--- config.mk ---
export PLATFORM = sky130hd
export DESIGN_NAME = pipelined_shifter
export DESIGN_NICKNAME = d
export VERILOG_FILES = /design/src/rtl/pipelined_shifter.sv
export SDC_FILE = /design/constraint.sdc
export NUM_CORES = 1
export LEC_CHECK = 0
export ABC_AREA = 1
export BUFFER_PORTS_ARGS = -buffer_cell sky130_fd_sc_hd__clkbuf_2
export CAP_MARGIN = 10
export CORE_MARGIN = 5
export CORE_UTILIZATION = 60
export CTS_CLUSTER_SIZE = 12
export DETAILED_ROUTE_END_ITERATION = 16
export GPL_TIMING_DRIVEN = 0
export MAX_ROUTING_LAYER = met4
export PLACE_DENSITY = 0.77
export SETUP_SLACK_MARGIN = 0.15
export SYNTH_ARGS = -nofsm -noshare
export SYNTH_HDL_FRONTEND = slang
export SYNTH_SLANG_ARGS = --single-unit
--- constraint.sdc ---
create_clock -name clk -period 1.7 [get_ports clk]
set_input_delay 0.085 -clock clk [delete_from_list [all_inputs] [get_ports clk]]
set_output_delay 0.085 -clock clk [all_outputs]
set_load 0.005 [all_outputs]
--- src/rtl/pipelined_shifter.sv ---
// Variable-amount shift unit: one pipeline stage per shift-amount bit, with valid/ready
// flow control, a pass-through tag and a squash input.
module pipelined_shifter #(
    parameter  int unsigned width      = 32,
    parameter  int unsigned tagWidth   = 5,
    localparam int unsigned shamtWidth = $clog2(width)
) (
    input  logic                  clk,
    input  logic                  rst_n,
    input  logic                  flush,
    input  logic                  in_valid,
    output logic                  in_ready,
    input  logic [width-1:0]      in_data,
    input  logic [shamtWidth-1:0] in_shamt,
    input  logic [1:0]            in_op,
    input  logic [tagWidth-1:0]   in_tag,
    output logic                  out_valid,
    input  logic                  out_ready,
    output logic [width-1:0]      out_data,
    output logic [tagWidth-1:0]   out_tag
);

    localparam int unsigned n_stages = shamtWidth;

    localparam logic [1:0] op_sll = 2'b00;
    localparam logic [1:0] op_srl = 2'b01;
    localparam logic [1:0] op_sra = 2'b10;

    // Op and remaining shamt are only needed by the stage that follows, so the last stage has none.
    logic [n_stages-1:0]   valid_q, valid_d;
    logic [n_stages-1:0]   load;
    logic [width-1:0]      data_q  [n_stages];
    logic [width-1:0]      data_d  [n_stages];
    logic [tagWidth-1:0]   tag_q   [n_stages];
    logic [tagWidth-1:0]   tag_d   [n_stages];
    logic [1:0]            op_q    [n_stages-1];
    logic [1:0]            op_d    [n_stages-1];
    logic [shamtWidth-1:0] shamt_q [n_stages-1];
    logic [shamtWidth-1:0] shamt_d [n_stages-1];
    logic                  in_ready_c;

    // Shift by 2^k when enabled; SRA fill is the current MSB, which is still the original sign.
    function automatic logic [width-1:0] shift_stage(input logic [width-1:0] d,
                                                     input logic [1:0]       op,
                                                     input logic             en,
                                                     input int unsigned      k);
        int unsigned      amt;
        logic [width-1:0] r;
        amt = 32'd1 << k;
        r   = d;
        if (en) begin
            case (op)
                op_sll:  r = d << amt;
                op_srl:  r = d >> amt;
                op_sra:  r = width'($signed(d) >>> amt);
                default: r = (d >> amt) | (d << (width - amt));
            endcase
        end
        return r;
    endfunction

    // Load chain ripples back from the consumer; stage data advances only on load.
    always_comb begin
        logic take;
        valid_d = valid_q;
        data_d  = data_q;
        tag_d   = tag_q;
        op_d    = op_q;
        shamt_d = shamt_q;
        load    = '0;

        take = out_ready;
        for (int k = int'(n_stages) - 1; k >= 0; k--) begin
            load[k] = !valid_q[k] || take;
            take    = load[k];
        end
        in_ready_c = load[0] && !flush && rst_n;

        if (load[0]) begin
            valid_d[0] = in_valid && in_ready_c;
            data_d[0]  = shift_stage(in_data, in_op, in_shamt[0], 0);
            tag_d[0]   = in_tag;
            op_d[0]    = in_op;
            shamt_d[0] = in_shamt >> 1;
        end

        for (int unsigned k = 1; k + 1 < n_stages; k++) begin
            if (load[k]) begin
                valid_d[k] = valid_q[k-1];
                data_d[k]  = shift_stage(data_q[k-1], op_q[k-1], shamt_q[k-1][0], k);
                tag_d[k]   = tag_q[k-1];
                op_d[k]    = op_q[k-1];
                shamt_d[k] = shamt_q[k-1] >> 1;
            end
        end

        if (load[n_stages-1]) begin
            valid_d[n_stages-1] = valid_q[n_stages-2];
            data_d[n_stages-1]  = shift_stage(data_q[n_stages-2], op_q[n_stages-2],
                                              shamt_q[n_stages-2][0], n_stages - 1);
            tag_d[n_stages-1]   = tag_q[n_stages-2];
        end

        if (flush) begin
            valid_d = '0;
        end
    end

    always_ff @(posedge clk) begin
        if (!rst_n) begin
            valid_q <= '0;
            for (int k = 0; k < int'(n_stages); k++) begin
                data_q[k] <= '0;
                tag_q[k]  <= '0;
            end
            for (int k = 0; k < int'(n_stages) - 1; k++) begin
                op_q[k]    <= '0;
                shamt_q[k] <= '0;
            end
        end else begin
            valid_q <= valid_d;
            data_q  <= data_d;
            tag_q   <= tag_d;
            op_q    <= op_d;
            shamt_q <= shamt_d;
        end
    end

    assign in_ready  = in_ready_c;
    assign out_valid = valid_q[n_stages-1];
    assign out_data  = data_q[n_stages-1];
    assign out_tag   = tag_q[n_stages-1];

endmodule
## Word level (Yosys, flattened, before mapping)

Index checks and enable logic that the tools add are counted.

- Register bits after elaboration: 208
- Bits of input ports: 49
- Output and inout port bits: 39
- Word-level logic and storage cells: 69

- Eq/ne operators: 10
- Muxes and demuxes: 10
- Bitwise gates (word level): 6
- Reductions and logical operators: 20

Operators by type and width:

| operator | number |
|---|---|
| 32-bit one-hot mux with 3 select lines | 5 |
| 32-bit two-way mux | 5 |
| 16-bit by 32-bit OR with 32-bit output | 1 |
| 24-bit by 32-bit OR with 32-bit output | 1 |
| 28-bit by 32-bit OR with 32-bit output | 1 |
| 30-bit by 32-bit OR with 32-bit output | 1 |
| 31-bit by 32-bit OR with 32-bit output | 1 |
| 2-bit by 1-bit == test with 1-bit output, second input constant | 5 |
| 2-bit == test, second input constant | 5 |
| 2-bit logical NOT | 5 |
| 1-bit logical NOT | 6 |
| 1-bit logical OR | 5 |
| 1-bit logical AND | 3 |
| 2-bit OR reduction | 1 |
| 1-bit NOT | 1 |

## Logic depth before layout (Yosys ltp)

- Depth after elaboration: 9
- Mapped depth: 9
- Gate-level depth less buffers: 7

## Worst setup path after synthesis

OpenSTA, ideal clock, no wires.

- Kind: register to register
- From: register valid_q[4]
- To: register data_q[158] (netlist name)
- Setup time: 0.113 ns
- Arrival time: 1.221 ns
- Data required time: 1.587 ns
- Slack: 0.366 ns
- Stages on the path, launching flop included: 10
- Path buffers: 2
- Period minus slack after synthesis: 1.334 ns
- Cells stage by stage: dfxtp_1 > inv_2 > nor2_4 > nand3_1 > buf_4 > nor2_8 > buf_4 > nand3_1 > nand2_1 > nor2_1

- Cells in the longest elaborated chain, start to end: 6

RTL lines:

| element | RTL line | source |
|---|---|---|
| start, declared | 30 | `logic [n_stages-1:0] valid_q, valid_d;` |
| start signal, assigned | 121 | `valid_q <= valid_d;` |
| 1-bit logical NOT | 74 | `load[k] = !valid_q[k] \|\| take;` |
| 1-bit logical OR (5 in series) | 74 |  |
| end signal, assigned | 122 | `data_q <= data_d;` |
| end, declared | 32 | `logic [width-1:0] data_q [n_stages];` |

Every way passes these cells.
A chain may end at the register's enable or synchronous reset.

## Worst setup path after layout

- From: register valid_q[3]
- To: output port in_ready

- Cells in the longest elaborated chain, start to end: 7

RTL lines:

| element | RTL line | source |
|---|---|---|
| 1-bit logical NOT | 74 |  |
| 1-bit logical OR (4 in series) | 74 |  |
| 1-bit logical AND (2 in series) | 77 | `in_ready_c = load[0] && !flush && rst_n;` |
| end, declared | 12 | `output logic in_ready,` |

Every way passes these cells.

==> key figures <==
Synthesis
  – Synth Area in XOR/XNOR: 0%
  – Synth Area in Compound Gates: 20.50%
  – Post-Synth Adder-Cell Area: 0%
  – Simple-Gate Fraction of Synth Area: a little over a quarter
  – Synthesized area per cell: 6.290 um^2
  – Multiplexer share of the synthesized area: 0%
  – Synth Register Bits: 208
  – Cell variety after synth: 25
  – Register area share after synthesis: between 30% and 40%
  – Synth warnings: 0
  – Mapped Area: 0.01099 mm^2
  – Post-Syn Nets: roughly 1.8k
  – Dominant combinational cell family by area after synthesis: simple AND/OR/NAND/NOR gates
  – Cells after synthesis: 1748

Floorplan
  – Die area: 0.02113 mm^2
  – Core Footprint: 0.01802 mm^2
  – Die Ht: 145.4 um
  – Initial core utilization: 61.00%
  – Top-level port count: 88
  – # rows: 49
  – Chip width: between 100 and 150 um

Power
  – Power density cells: 863.6 mW/mm^2
  – Peak supply drop: 0.0009178 V
  – Leakage power: 5.930 nW

Setup path
  – Worst-path cell chain: buf_6, nand3_4, nor2_4, nand3_4, inv_2, buf_6, nor2_2, buf_2
  – WP data arrival: 1580 ps
  – CP endpoint kind: output pin
  – CP peak stage delay: 320 ps
  – Worst Setup Start Kind: register
  – Setup Crit Path Kind: reg -> out
  – CP max FO: 4
  – Bufs and invs on worst path: 4
  – Critical Path RT: 1620 ps
  – Worst path slowest cell: dfxtp_2
  – Reg2reg start: valid_q[4]$_SDFFE_PP0P_
  – Cell family with most CP delay: buffers and inverters
  – Crit path launch: valid_q[3]$_SDFFE_PP0P_

Final layout
  – NumNets Final: 1958
  – Synthesis-to-layout area growth: 18.28%
  – Register Area: between 0.004 and 0.005 mm^2
  – Share of layout cells above drive strength 1: 13.08%
  – Area of the multi-input gates: 0.005328 mm^2
  – Most frequent cells in the layout: 399 x nand2_1, 277 x o21ai_0, 203 x dfxtp_1
  – Most common cell after layout, fill and taps aside: nand2_1
  – Filler cells: 1608
  – ANT cells: 0

Clock tree
  – Clk_lat worst skew: roughly 500 ps
  – CTS Buf Count: 22
  – H-tree levels: 1
  – CTS tree: built
  – Deepest clock path buffer count: 3
  – Root buf cell: clkbuf_16
  – Sink Count: 208
  – Clk pin slew, worst setup/hold paths: 60 ps

Min path
  – Worst min-delay path class: in -> reg
  – Min-delay src: in_data[25]

Timing
  – Hold Fails Final Rpt: 0
  – RSZ-0062 raised after global routing: true
  – Achievable Freq: 0.6010 GHz
  – Minimum clock period: 1664 ps
  – Final Skew: 10.31 ps
  – WHS: 38.11 ps
  – Sum Neg Setup Slack: 0 ps
  – Slew HR: 60.72%
  – Final Cycle Share: a little over nine tenths
  – Fin. max-slew vios: 0
  – Worst-margin pin slew: 589.2 ps
  – Final setup fails: 0

Detailed routing
  – First-pass DRT Iterations: 6
  – Remaining DRCs: 0
  – Vias per cell: around 5.6
  – WL final: 34120 um
  – WL per Instance: 15.89 um
  – DRT iter0 DRCs: 1143
  – DRT antenna net count: 0
  – Vias: 11.97k

Global routing
  – Met1 Use GR: 41.20%
  – GR Util met3: between 4 and 5%
  – GRT Overall Usage: 31.82%
  – Initial antenna violation count: 0
  – Overflow after GRT: 0
  – Largest net degree at the start of global routing: 13
  – Vias in the first global route: 10.86k
  – Met2 Use GR: 51.41%
  – Most used routing layer: met2
  – Global-route wire length before repair: 54950 um

Placed design
  – Number of port buffers: 86
  – GPL Wtd Cong: 0.9831
  – Dpl hpwl: approximately 25000 um

Status
  – Status: finished, final reports clean

Run
  – Max-Cap Viols: 0
timing repair:
item,CTS,global route
endpoints found under the setup margin,115,158
hold buffers,42,0
setup buffers,6,2
gates cloned,1,0
endpoints found under the hold margin,43,0
resized for setup,32,78
pin swaps,3,1
path summary, 6_finish.rpt:
path	cells past startpoint	endpoint	slack, ps
max	8	in_ready	40
min	5	data_q[153]$_SDFFE_PN0P_	40
max reg2reg	9	data_q[147]$_SDFFE_PN0P_	100
min reg2reg	2	tag_q[9]$_SDFFE_PN0P_	460
registers in the layout, summed over array words and instances (netlist names):
name / cells
op_q: 8
shamt_q: 10
valid_q: 5
out_data: 32
tag_q: 20
data_q: 128
out_tag: 5
worst min-delay path: stages:
cell,delay (ps)
clkbuf_2,90
nand2_1,60
nand2_1,90
nand2_1,100
a21oi_1,70
area by class of cell:
type,instances,share of cell area (%)
clock inverter,2,0.07698
tap,229,2.203
sequential,208,32.07
multi-input combinational,1186,40.97
timing repair buffer,136,7.005
clock buffer,32,5.071
inverter,192,5.552
buffer,163,7.053
through the flow:
stage	std cells	setup WS [ps]	cell area (um^2)	power, mW	utilization [%]
2_1_floorplan	1748	366.0	10990	6.225	-
3_3_place_gp	2063	-94.61	11710	6.657	64.97
3_5_place_dp	2063	-157.2	11710	6.676	64.97
4_1_cts	2146	28.04	12930	11.21	71.73
5_1_grt	2148	-23.70	13000	11.68	72.14
6_report	2148	36.13	13000	11.23	72.14
routing by layer:
metal	up-vias	wire length [um]	part of all wire, %
li1	5881	-	-
met1	5470	14340	42
met2	532	15860	46
met3	89	2707	7.9
met4	0	1209	3.5
met5	-	0	0
power by group:
part,switching [mW],internal (mW)
combinational,0.909,0.540
sequential,0.173,5.10
clock,1.85,2.65
total,2.94,8.29
cell usage after synthesis:
library cell / n / area (um^2)
a21oi_1: 126 / 630.6
o21bai_1: 1 / 7.510
nand3_1: 128 / 640.6
nor2_1: 195 / 732.0
clkinv_1: 2 / 7.510
o21ai_0: 296 / 1481
or2_2: 3 / 18.77
nor2_2: 1 / 6.260
buf_1: 10 / 37.54
nand2_1: 401 / 1505
nand4_1: 6 / 37.54
buf_2: 14 / 70.07
dfxtp_1: 208 / 4164
nand3_2: 2 / 20.02
buf_4: 54 / 405.4
inv_2: 3 / 11.26
clkbuf_2: 1 / 5.000
nor3_1: 4 / 20.02
o22ai_1: 2 / 12.51
a31oi_1: 16 / 100.1
nor2_4: 2 / 22.52
a31oi_4: 1 / 21.27
clkbuf_1: 84 / 315.3
nor2_8: 1 / 20.02
inv_1: 187 / 701.9
kinds of logic (layout without fill, tap and decap cells):
family / count (synthesis) / after routing
AND/OR/NAND/NOR: 743 / 744
AO/OA/AOI/OAI: 442 / 442
buffers and inverters: 355 / 525
flip-flops: 208 / 208
Note: power is estimated with default switching activity, not from simulation.
